<file path="config.mk">
export PLATFORM = sky130hd
export DESIGN_NAME = i2c_slave_datapath
export DESIGN_NICKNAME = d
export VERILOG_FILES = /design/src/rtl/i2c_slave_datapath.sv
export SDC_FILE = /design/constraint.sdc
export NUM_CORES = 1
export LEC_CHECK = 0
export CORE_ASPECT_RATIO = 2
export CORE_MARGIN = 2
export CORE_UTILIZATION = 24
export CTS_BUF_LIST = sky130_fd_sc_hd__clkbuf_2 sky130_fd_sc_hd__clkbuf_4 sky130_fd_sc_hd__clkbuf_8
export CTS_CLUSTER_DIAMETER = 40
export DETAILED_ROUTE_END_ITERATION = 16
export DONT_BUFFER_PORTS = 1
export MAX_ROUTING_LAYER = met4
export PLACE_DENSITY_LB_ADDON = 0.15
export SYNTH_ARGS = -nofsm -noshare
export SYNTH_HDL_FRONTEND = slang
export SYNTH_SLANG_ARGS = --single-unit
</file>
<file path="constraint.sdc">
create_clock -name SCL -period 2.8 [get_ports SCL]
set_input_delay 0.56 -clock SCL [delete_from_list [all_inputs] [get_ports SCL]]
set_output_delay 0.56 -clock SCL [all_outputs]
set_load 0.02 [all_outputs]
</file>
<file path="src/rtl/i2c_slave_datapath.sv">
// Bit-level I2C slave datapath: SDA capture and address decode on rising SCL,
// register pointer, write strobe and read serialiser on falling SCL.
module i2c_slave_datapath #(
  parameter logic [6:0] DEV_ADDR = 7'h50,
  parameter logic [6:0] ID_ADDR  = 7'h7C,
  parameter logic [7:0] ID_VALUE = 8'hA5
) (
  input  logic       SCL,
  input  logic       POR,
  input  logic       sda_in,
  input  logic       s_detect,
  input  logic       p_detect,
  input  logic       addr_reg_sen,
  input  logic       rwb_reg_sen,
  input  logic       din_reg_sen,
  input  logic       dout_reg_sen,
  input  logic       dout_reg_len,
  input  logic       addr_end,
  input  logic       data_end,
  input  logic       addr_inc,
  input  logic       op_en,
  input  logic [7:0] reg_rdata,
  output logic       addr_ack,
  output logic       data_ack,
  output logic       wr_mode,
  output logic       rd_mode,
  output logic       id_mode,
  output logic [7:0] reg_addr,
  output logic [7:0] reg_wdata,
  output logic       reg_we,
  output logic       sda_oe
);

  // Rising-edge state
  logic [6:0] addr_sr;
  logic       rwb;
  logic [7:0] din_sr;
  logic       mode_set;
  logic       mack_set;
  logic       mack_val;

  // Falling-edge state
  logic       mode_clr;
  logic       mack_clr;
  logic       ptr_phase;
  logic [7:0] dout_sr;

  logic       mode_vld;
  logic       mack;
  logic       start_stop;

  function automatic logic [7:0] ptr_next(input logic [7:0] ptr);
    ptr_next = ptr + 8'd1;
  endfunction

  // mode_vld and mack are set on rising SCL but cleared on falling SCL; each is
  // split into a set/clear flag pair so every flop has a single clock edge.
  assign mode_vld   = mode_set ^ mode_clr;
  assign mack       = (mack_set ^ mack_clr) & mack_val;
  assign start_stop = s_detect | p_detect;

  assign addr_ack = (addr_sr == DEV_ADDR) | (addr_sr == ID_ADDR);
  assign id_mode  = mode_vld & (addr_sr == ID_ADDR);
  assign wr_mode  = mode_vld & addr_ack & ~rwb;
  assign rd_mode  = mode_vld & addr_ack & rwb;
  assign data_ack = wr_mode | (rd_mode & mack);

  always_comb begin
    sda_oe = 1'b0;
    if (op_en) begin
      if (dout_reg_sen)
        sda_oe = ~dout_sr[7];
      else if (addr_inc)
        sda_oe = wr_mode;
      else
        sda_oe = addr_ack;
    end
  end

  // Stage boundary: SDA sampling on rising SCL
  always_ff @(posedge SCL or posedge POR) begin
    if (POR) begin
      addr_sr  <= '0;
      rwb      <= 1'b0;
      din_sr   <= '0;
      mode_set <= 1'b0;
      mack_set <= 1'b0;
      mack_val <= 1'b0;
    end else begin
      if (addr_reg_sen)
        addr_sr <= {addr_sr[5:0], sda_in};
      if (rwb_reg_sen) begin
        rwb      <= sda_in;
        mode_set <= ~mode_clr;
      end
      if (din_reg_sen)
        din_sr <= {din_sr[6:0], sda_in};
      if (addr_inc && rd_mode) begin
        mack_set <= ~mack_clr;
        mack_val <= ~sda_in;
      end
    end
  end

  // Stage boundary: pointer, write strobe and output shifter on falling SCL
  always_ff @(negedge SCL or posedge POR) begin
    if (POR) begin
      mode_clr  <= 1'b0;
      mack_clr  <= 1'b0;
      ptr_phase <= 1'b0;
      reg_addr  <= '0;
      reg_wdata <= '0;
      reg_we    <= 1'b0;
      dout_sr   <= '0;
    end else begin
      if (start_stop || !addr_inc)
        mack_clr <= mack_set;

      if (start_stop) begin
        mode_clr  <= mode_set;
        ptr_phase <= 1'b0;
        reg_we    <= 1'b0;
      end else begin
        if (reg_we) begin
          reg_we   <= 1'b0;
          reg_addr <= ptr_next(reg_addr);
        end
        if (addr_end)
          ptr_phase <= 1'b1;
        if (data_end && wr_mode) begin
          if (ptr_phase) begin
            reg_addr  <= din_sr;
            ptr_phase <= 1'b0;
          end else begin
            reg_wdata <= din_sr;
            reg_we    <= ~id_mode;
          end
        end
        // Advance early on reads so reg_rdata holds the next byte during ACK
        if (data_end && rd_mode)
          reg_addr <= ptr_next(reg_addr);
      end

      if (dout_reg_len)
        dout_sr <= id_mode ? ID_VALUE : reg_rdata;
      else if (dout_reg_sen)
        dout_sr <= {dout_sr[6:0], 1'b0};
    end
  end

endmodule
</file>
# Word-level counts from Yosys, hierarchy flattened

Cells that the tools add are included.

Register bits after elaboration: 47
Bits of input ports: 22
Output and inout bits: 23
Word-level logic and storage cells: 59

$add $sub $neg: 1
Equal/unequal tests: 2
Muxes and demuxes: 17
Bitwise gates (word level): 19
Reductions and logical operators: 7

Operators with widths:

| kind                                         | count |
|---|---|
| two-way mux 8 bit                            | 7 |
| equality test 7 bit (second input constant)  | 2 |
| two-way mux 1 bit                            | 10 |
| adder 8 x 1 -> 8 bit (second input constant) | 1 |
| NOT 1 bit                                    | 8 |
| AND 1 bit                                    | 6 |
| logical AND 1 bit                            | 3 |
| bitwise OR 1 bit                             | 3 |
| AND reduction 3 bit                          | 1 |
| nonzero test 2 bit                           | 1 |
| bitwise XOR 1 bit                            | 2 |
| logical NOT 1 bit                            | 1 |
| logical OR 1 bit                             | 1 |

# Depth between registers and ports, before layout

Gate-level depths: netlist (run 1).

Depth in word-level cells: 7
Gate-level depth with buffers: 6
Mapped depth without buffers: 6

==> results.json, run 1 <==
{
  "grt-ovfl-total": 0,
  "rsz0062_at_grt": "true",
  "reg2reg_to": "reg_addr[4]",
  "hpwl_mm": 4.96,
  "synth_edf_count": 0,
  "regToRegSetupSlack_ns": -0.54,
  "failed_checks": "negative setup slack",
  "setup_viol": 40,
  "antenna_left": 0,
  "initial_utilization_pct": 24.7,
  "die_w_um": 74.7,
  "synthToLayoutAreaGrowth_pct": 32.5,
  "netlist_instances": 223,
  "fp.dieArea_um2": 10900,
  "gp_congestion": 0.776,
  "synth_area_leaders": "dfrtn_1, dfrtp_1, mux2_2",
  "num_rows": 51,
  "cts_tree": "done",
  "netlist_area_um2": 2400,
  "dp_worst_setup_slack_ns": -0.576,
  "vias": 1821,
  "clk_latency_ns": 0.31,
  "yosysWarnings": 0,
  "synthTopCellsByCount": "dfrtn_1, mux2_2, dfrtp_1",
  "cp.required_ns": 2.24,
  "clock_path_buffers": 2,
  "vias_per_cell": 4.60,
  "slew_violations": 0,
  "synth_top_area_share_pct": 29.2,
  "cts_max_level": 2,
  "drive_gt1_share_pct": 40.5,
  "root_buffer": "clkbuf_8",
  "die_y_um": 145,
  "yosysTopAreaCell": "dfrtn_1",
  "grt_pass1_wl_mm": 10.9,
  "hold_buffers": 0,
  "antennaDiodeCount": 0,
  "p_leak_nw": 1.35,
  "r2r-start": "addr_sr[2]",
  "critPathLaunchType": "flip-flop",
  "cts_made_buffers": 5,
  "hold_viol": 0,
  "drcViolationCount": 0,
  "ys_types": 49,
  "grt_start_max_net_pins": 48,
  "drt-wirelength-per-cell_um": 16.8,
  "outcome": "finished, violations left",
  "dr.pass1.iters": 4,
  "r2r_cells": 6,
  "yosys.cell_count.top_type": "dfrtn_1",
  "antenna_found_initial": 0,
  "finalClockSkew_ns": 0.00696,
  "dr.first_iter.drc_count": 86,
  "synth_fp_nets": 246,
  "power_density_nw_per_um2": 583,
  "first_global_vias": 2018,
  "min_path_type": "in -> async",
  "core_um2": 9700,
  "tightest_slew_ns": 0.546,
  "end_kind": "output port",
  "crit_path_max_fanout": 3,
  "path_class": "reg -> out",
  "clkTransAtPathRegs_ns": 0.10,
  "syn_avg_cell_area_um2": 10.8,
  "slew_headroom_pct": 63.2,
  "fin_nets": 286,
  "ys_ff_latch": 47,
  "peakVddDrop_mv": 0.382,
  "io_pins": 45,
  "port_buffers": 0,
  "yosysSeqAreaShare_pct": 49.1,
  "synthArstFlopShare_pct": 100,
  "cts_sinks": 47,
  "arrival_ns": 2.93,
  "synthFlopType": "dfrtn_1",
  "drv_cap": 0,
  "grt_use_total_pct": 13.8,
  "finalWorstSetupSlack_ns": -0.686,
  "utilization_pct": 32.8,
  "drt-total-wl_mm": 6.67
}
## repair_timing
item,in CTS,in global routing
gates resized for setup,20,6
pin swaps,7,2
setup buffers,4,0
cloned,1,0
endpoints found under the setup margin,48,50
## report_power, final
group	leakage, nW	internal (mW)	switching [mW]
combinational	0.702	0.220	0.176
clock	0.0618	0.294	0.260
sequential	0.583	0.780	0.121
## logic make-up (layout without fill, tap and decap cells)
family / Yosys count / after routing / synth area share (%)
and+or+nand+nor: 66 / 66 / 14.6
AOI/OAI and AO/OA: 50 / 50 / 15.1
adders and majority gates: 1 / 1 / 0.522
buffers and inverters: 20 / 61 / 3.50
xor gates and xnor gates: 7 / 7 / 2.56
DFF: 47 / 47 / 49.1
muxes: 32 / 32 / 14.7
## through the flow
stage	hold WS (ns)	instances	power, mW	cell area, um^2	setup TNS [ns]
final	0.171	396	1.85	3180	-11.70
after detailed placement	0.503	383	1.27	2890	-10.99
after global routing	0.186	396	1.95	3180	-15.06
after CTS	0.172	396	1.87	3160	-12.15
after global placement	0.501	383	1.26	2890	-10.62
after floorplan	0.474	223	1.10	2470	-6.88
## critical path: stages, from the launching register on
cell      delay [ns]
dfrtn_1         0.47
xnor2_2         0.12
a211oi_2        0.22
nor2b_4         0.20
o311a_4         0.20
## flip-flops by register name, summed over array words and instances (netlist names), 7 cells and up
| name | cells |
|---|---|
| dout_sr | 8 |
| addr_sr | 7 |
| reg_addr | 8 |
| din_sr | 8 |
| reg_wdata | 8 |
## placed cells by master, fill, tap and decap left out, types with 5 or more instances in the layout
cell type,Yosys,routed
nand2_1,17,17
nor2_1,15,13
dfrtn_1,28,28
buf_6,1,9
a211oi_1,8,6
inv_1,6,5
clkbuf_8,0,6
a21oi_1,12,11
buf_4,0,37
dfrtp_1,19,18
mux2i_1,7,7
nand3_1,9,7
mux2_2,25,25
o22ai_1,5,5
o21ai_0,5,5
## final cells by class
class                      count  area (um^2)
fill                        1059         6520
sequential                    47         1180
clock buffer                   6         82.6
clock inverter                 2         38.8
inverter                       6         26.3
multi-input combinational    156         1290
timing repair buffer          47          399
tap                          132          165
## how the worst max path moves through the flow
| stage | slack (ns) | depth (start not counted) | endpoint | from |
|---|---|---|---|---|
| after floorplan | -0.52 | 6 | reg_addr[0] | addr_sr[0] |
| after global placement | -0.57 | 8 | reg_addr[3] | addr_sr[0] |
| after detailed placement | -0.58 | 7 | reg_addr[4] | addr_sr[0] |
| after CTS | -0.67 | 4 | sda_oe | mode_clr |
| after global routing | -0.77 | 4 | sda_oe | mode_clr |
| final | -0.69 | 4 | sda_oe | mode_clr |
## routing by layer
layer  GRT usage [%]  vias up  share of wire (%)
li1                -      898                  -
met1            14.9      888                 37
met2            24.1       28                 57
met3            2.56        7                3.6
met4            5.27        0                2.3
met5               -        -                  0
No activity file was read; power rests on OpenSTA's default activity.
==> run 2, diff against run 1 <==
--- a/config.mk
+++ b/config.mk
@@ -12,2 +12,3 @@
 export CTS_CLUSTER_DIAMETER = 40
+export CTS_CLUSTER_SIZE = 28
 export DETAILED_ROUTE_END_ITERATION = 16
--- a/constraint.sdc
+++ b/constraint.sdc
@@ -3,2 +3,2 @@
 set_output_delay 0.56 -clock SCL [all_outputs]
-set_load 0.02 [all_outputs]
+set_load 0.05 [all_outputs]
==> results.json, run 2 (synthesized netlist as in run 1, its figures left out) <==
{
  "grt_use_total_pct": 13.5,
  "end_kind": "output port",
  "cp.required_ns": 2.24,
  "gp_congestion": 0.854,
  "p_leak_nw": 1.44,
  "failed_checks": "negative setup slack",
  "drv_cap": 0,
  "path_buf_inv": 3,
  "regToRegSetupSlack_ns": -0.58,
  "peakVddDrop_mv": 0.369,
  "grt-ovfl-total": 0,
  "r2r_cells": 6,
  "dr.first_iter.drc_count": 46,
  "timing.hold.ws_ns": 0.172,
  "cp_num_cells": 5,
  "fill_cells": 1030,
  "critPathLaunchType": "flip-flop",
  "antenna_found_initial": 0,
  "path_class": "reg -> out",
  "p_seq_share_pct": 47.8,
  "die_y_um": 145,
  "core_um2": 9700,
  "fp.dieArea_um2": 10900,
  "place_area_um2": 3020,
  "switching_share_pct": 31.1,
  "fin_tns_setup_ns": -14.80,
  "outcome": "finished, violations left",
  "cts_tree": "done",
  "io_pins": 45,
  "utilization_pct": 34.7,
  "num_rows": 51,
  "setup_viol": 48,
  "cpLargestDelayFamily": "flip-flops",
  "rsz0062_at_grt": "true",
  "antenna_left": 0,
  "crit_path_max_fanout": 2,
  "grt_start_max_net_pins": 48,
  "cts_max_level": 2,
  "p_sw_mw": 0.591,
  "drt-wirelength-per-cell_um": 16.6,
  "grt_pass1_wl_mm": 10.8,
  "cts_made_buffers": 5,
  "stdcell_count": 413,
  "layout_commonest_cell": "buf_4",
  "vias": 1922,
  "tightest_slew_ns": 0.535,
  "min_path_type": "in -> async",
  "fin_nets": 303,
  "drt-total-wl_mm": 6.88,
  "hold_viol": 0,
  "port_buffers": 0,
  "vias_per_cell": 4.65,
  "hpwl_mm": 5.01,
  "slew_violations": 0,
  "pwr-share-comb_pct": 24.8,
  "clkTransAtPathRegs_ns": 0.10,
  "post-place-cells": 393,
  "slowest_delay_ns": 0.46,
  "clk_latency_ns": 0.31,
  "drcViolationCount": 0,
  "dr.pass1.iters": 4,
  "final_cell_mix": "buf_4, dfrtn_1, mux2_2, dfrtp_1, nand2_1",
  "antennaDiodeCount": 0,
  "clockPowerShare_pct": 27.4,
  "cts_sinks": 47,
  "first_global_vias": 1961,
  "root_buffer": "clkbuf_8",
  "arrival_ns": 2.92,
  "slew_headroom_pct": 64.4,
  "hold_buffers": 0,
  "clock_path_buffers": 2,
  "finalWorstSetupSlack_ns": -0.684,
  "design_area_um2": 3370,
  "p_int_mw": 1.31,
  "finalClockSkew_ns": 0.00912,
  "crit_path_cell_trace": "xnor2_2, buf_4, buf_6, nor3_4, buf_12",
  "synthToLayoutAreaGrowth_pct": 40.4,
  "slowest_stage": "dfrtn_1",
  "die_w_um": 74.7,
  "initial_utilization_pct": 24.7,
  "power_density_nw_per_um2": 565,
  "drive_gt1_share_pct": 44.8
}
[run 2: changes by cell type in the layout (fill, tap and decap cells not counted), sizes merged]
cell    change
buf        +17
clkinv      +2
clkbuf      -1
inv         -1
[run 2: power groups by stage]
stage	logic (mW)	registers [mW]	clock network, mW
final	0.471	0.908	0.521
after global routing	0.513	0.925	0.569
after CTS	0.461	0.907	0.545
after detailed placement	0.402	0.922	0
after global placement	0.399	0.918	0
after floorplan	0.217	0.907	0
[run 2: stage by stage]
stage                     setup WS [ns]  power (mW)
final                            -0.684        1.90
after global routing             -0.756        2.01
after CTS                        -0.711        1.91
after detailed placement         -0.511        1.32
after global placement           -0.482        1.32
after floorplan                  -0.612        1.12
[run 2: final timing paths]
| path | start | end |
|---|---|---|
| min in group SCL | sda_in | mack_val |
| min | POR | din_sr[1] |
| max | mode_clr | id_mode |
| max in group asynchronous | POR | reg_wdata[5] |
| max reg2reg | addr_sr[5] | reg_addr[4] |
| min reg2reg | dout_sr[1] | dout_sr[2] |
[run 2: worst reg2reg max path: cells and delay by family (launching register included)]
kind	cells	cell delay, ns
compound gates	3	0.68
buf+inv	1	0.22
flops	1	0.45
simple gates	2	0.49
[run 2: final cells by class]
type	count	area, um^2	area share [%]
multi-input cells	156	1280	38.1
flip-flops and latches	47	1180	34.9
repair buffers	64	606	18.0
well taps	132	165	4.91
clock buffers	5	68.8	2.04
clock inverters	3	43.8	1.30
inverters	6	26.3	0.780
[run 2: what timing repair did]
item / 4_1_cts / 5_1_grt
pin swaps: 8 / 7
gates resized for setup: 14 / 18
hold endpoints to repair: 0 / 0
gates cloned: 1 / 0
endpoints found under the setup margin: 48 / 50
buffers inserted: 7 / 6
[run 2: per-layer routing]
layer | track usage [%] | vias up | share of wire [%]
met5 | - | - | 0
met4 | 5.36 | 0 | 2.3
met3 | 2.63 | 7 | 4.0
met2 | 23.7 | 33 | 57
met1 | 14.4 | 954 | 36
li1 | - | 928 | -
==> run 3, diff against run 2 <==
- CORE_UTILIZATION: 24 -> 30
==> results.json, run 3 (synthesized netlist as in run 1, its figures left out) <==
{
  "layout_commonest_cell": "buf_4",
  "power_density_nw_per_um2": 594,
  "drcViolationCount": 0,
  "cts_made_buffers": 5,
  "core_um2": 7830,
  "vias_per_cell": 5.17,
  "drv_cap": 0,
  "grt-ovfl-total": 0,
  "clk_latency_ns": 0.30,
  "slowest_delay_ns": 0.45,
  "die_y_um": 130,
  "hold_viol": 0,
  "place_area_um2": 2920,
  "fin_nets": 296,
  "final_cell_mix": "buf_4, dfrtn_1, mux2_2, dfrtp_1, nand2_1",
  "grt_pass1_wl_mm": 9.61,
  "drt-total-wl_mm": 6.07,
  "rsz0062_at_grt": "true",
  "drive_gt1_share_pct": 42.0,
  "dr.pass1.iters": 4,
  "cts_tree": "done",
  "drt-wirelength-per-cell_um": 16.4,
  "initial_utilization_pct": 30.6,
  "grt_start_max_net_pins": 48,
  "path_class": "reg -> out",
  "port_buffers": 0,
  "critPathLaunchType": "flip-flop",
  "cp.required_ns": 2.24,
  "path_buf_inv": 0,
  "grt_use_total_pct": 15.1,
  "hpwl_mm": 4.47,
  "end_kind": "output port",
  "setup_viol": 48,
  "slew_headroom_pct": 55.8,
  "finalWorstSetupSlack_ns": -0.685,
  "num_rows": 46,
  "first_global_vias": 1967,
  "antennaDiodeCount": 0,
  "die_w_um": 67.2,
  "fp.dieArea_um2": 8770,
  "io_pins": 45,
  "cts_max_level": 2,
  "root_buffer": "clkbuf_8",
  "crit_path_max_fanout": 3,
  "dr.first_iter.drc_count": 80,
  "slew_violations": 0,
  "cts_sinks": 47,
  "min_path_type": "in -> async",
  "vias": 1913,
  "peakVddDrop_mv": 0.475,
  "antenna_left": 0,
  "clkTransAtPathRegs_ns": 0.09,
  "outcome": "finished, violations left",
  "power_mw": 1.91,
  "clock_path_buffers": 2,
  "crit_path_cell_trace": "xnor2_2, a211oi_2, nor2b_4, o311a_4",
  "cpLargestDelayFamily": "compound AO/OA/AOI/OAI gates",
  "design_area_um2": 3220,
  "hold_buffers": 0,
  "failed_checks": "negative setup slack",
  "antenna_found_initial": 0,
  "finalClockSkew_ns": 0.0120,
  "slowest_stage": "dfrtn_1",
  "p_leak_nw": 1.38,
  "tightest_slew_ns": 0.657,
  "gp_congestion": 0.842,
  "arrival_ns": 2.93,
  "synthToLayoutAreaGrowth_pct": 34.1
}
run 3: where the power goes:
part	switching, mW	total (mW)	internal [mW]
Sequential	0.127	0.906	0.779
Clock	0.231	0.598	0.367
Combinational	0.185	0.407	0.222
run 3: through the flow:
| step | setup slack (ns) | util, % | std cells | TNS, ns | hold slack, ns |
|---|---|---|---|---|---|
| 6_report | -0.685 | 41.1 | 370 | -13.27 | 0.177 |
| 5_1_grt | -0.764 | 41.1 | 370 | -16.56 | 0.186 |
| 2_1_floorplan | -0.612 | - | 223 | -10.66 | 0.476 |
| 4_1_cts | -0.726 | 40.2 | 365 | -13.90 | 0.179 |
| 3_5_place_dp | -0.608 | 37.2 | 352 | -8.99 | 0.506 |
| 3_3_place_gp | -0.570 | 37.2 | 352 | -9.02 | 0.497 |
run 3: final cells by class:
cell class	count	area (um^2)
well taps	96	120
inverters	6	26.3
multi-input cells	157	1250
clock inverters	2	60.1
clock buffers	6	76.3
flip-flops and latches	47	1180
repair buffers	56	504
fillers	801	4610
run 3: path summary, 6_finish.rpt:
path,start,slack [ns],cells after the start,to
setup reg to reg,addr_sr[5],-0.60,6,reg_addr[4]
max in group asynchronous,POR,1.06,2,reg_wdata[4]
hold / removal,POR,0.18,2,mack_set
setup / recovery,mode_clr,-0.69,4,sda_oe
hold reg to reg,dout_sr[4],0.50,2,dout_sr[5]
min in group SCL,sda_in,0.32,1,mack_val
run 3: routing by layer:
metal	vias up	track usage, %	share of wire (%)
met5	-	-	0
met4	0	5.40	0.92
met3	4	4.54	7.6
met2	59	22.9	50
met1	937	19.0	42
li1	913	-	-
run 3: repair_timing:
item | CTS | global route
cloned | 1 | 0
gates resized for setup | 13 | 8
buffers inserted | 4 | 5
setup endpoints to repair | 48 | 50
pin swaps | 6 | 2
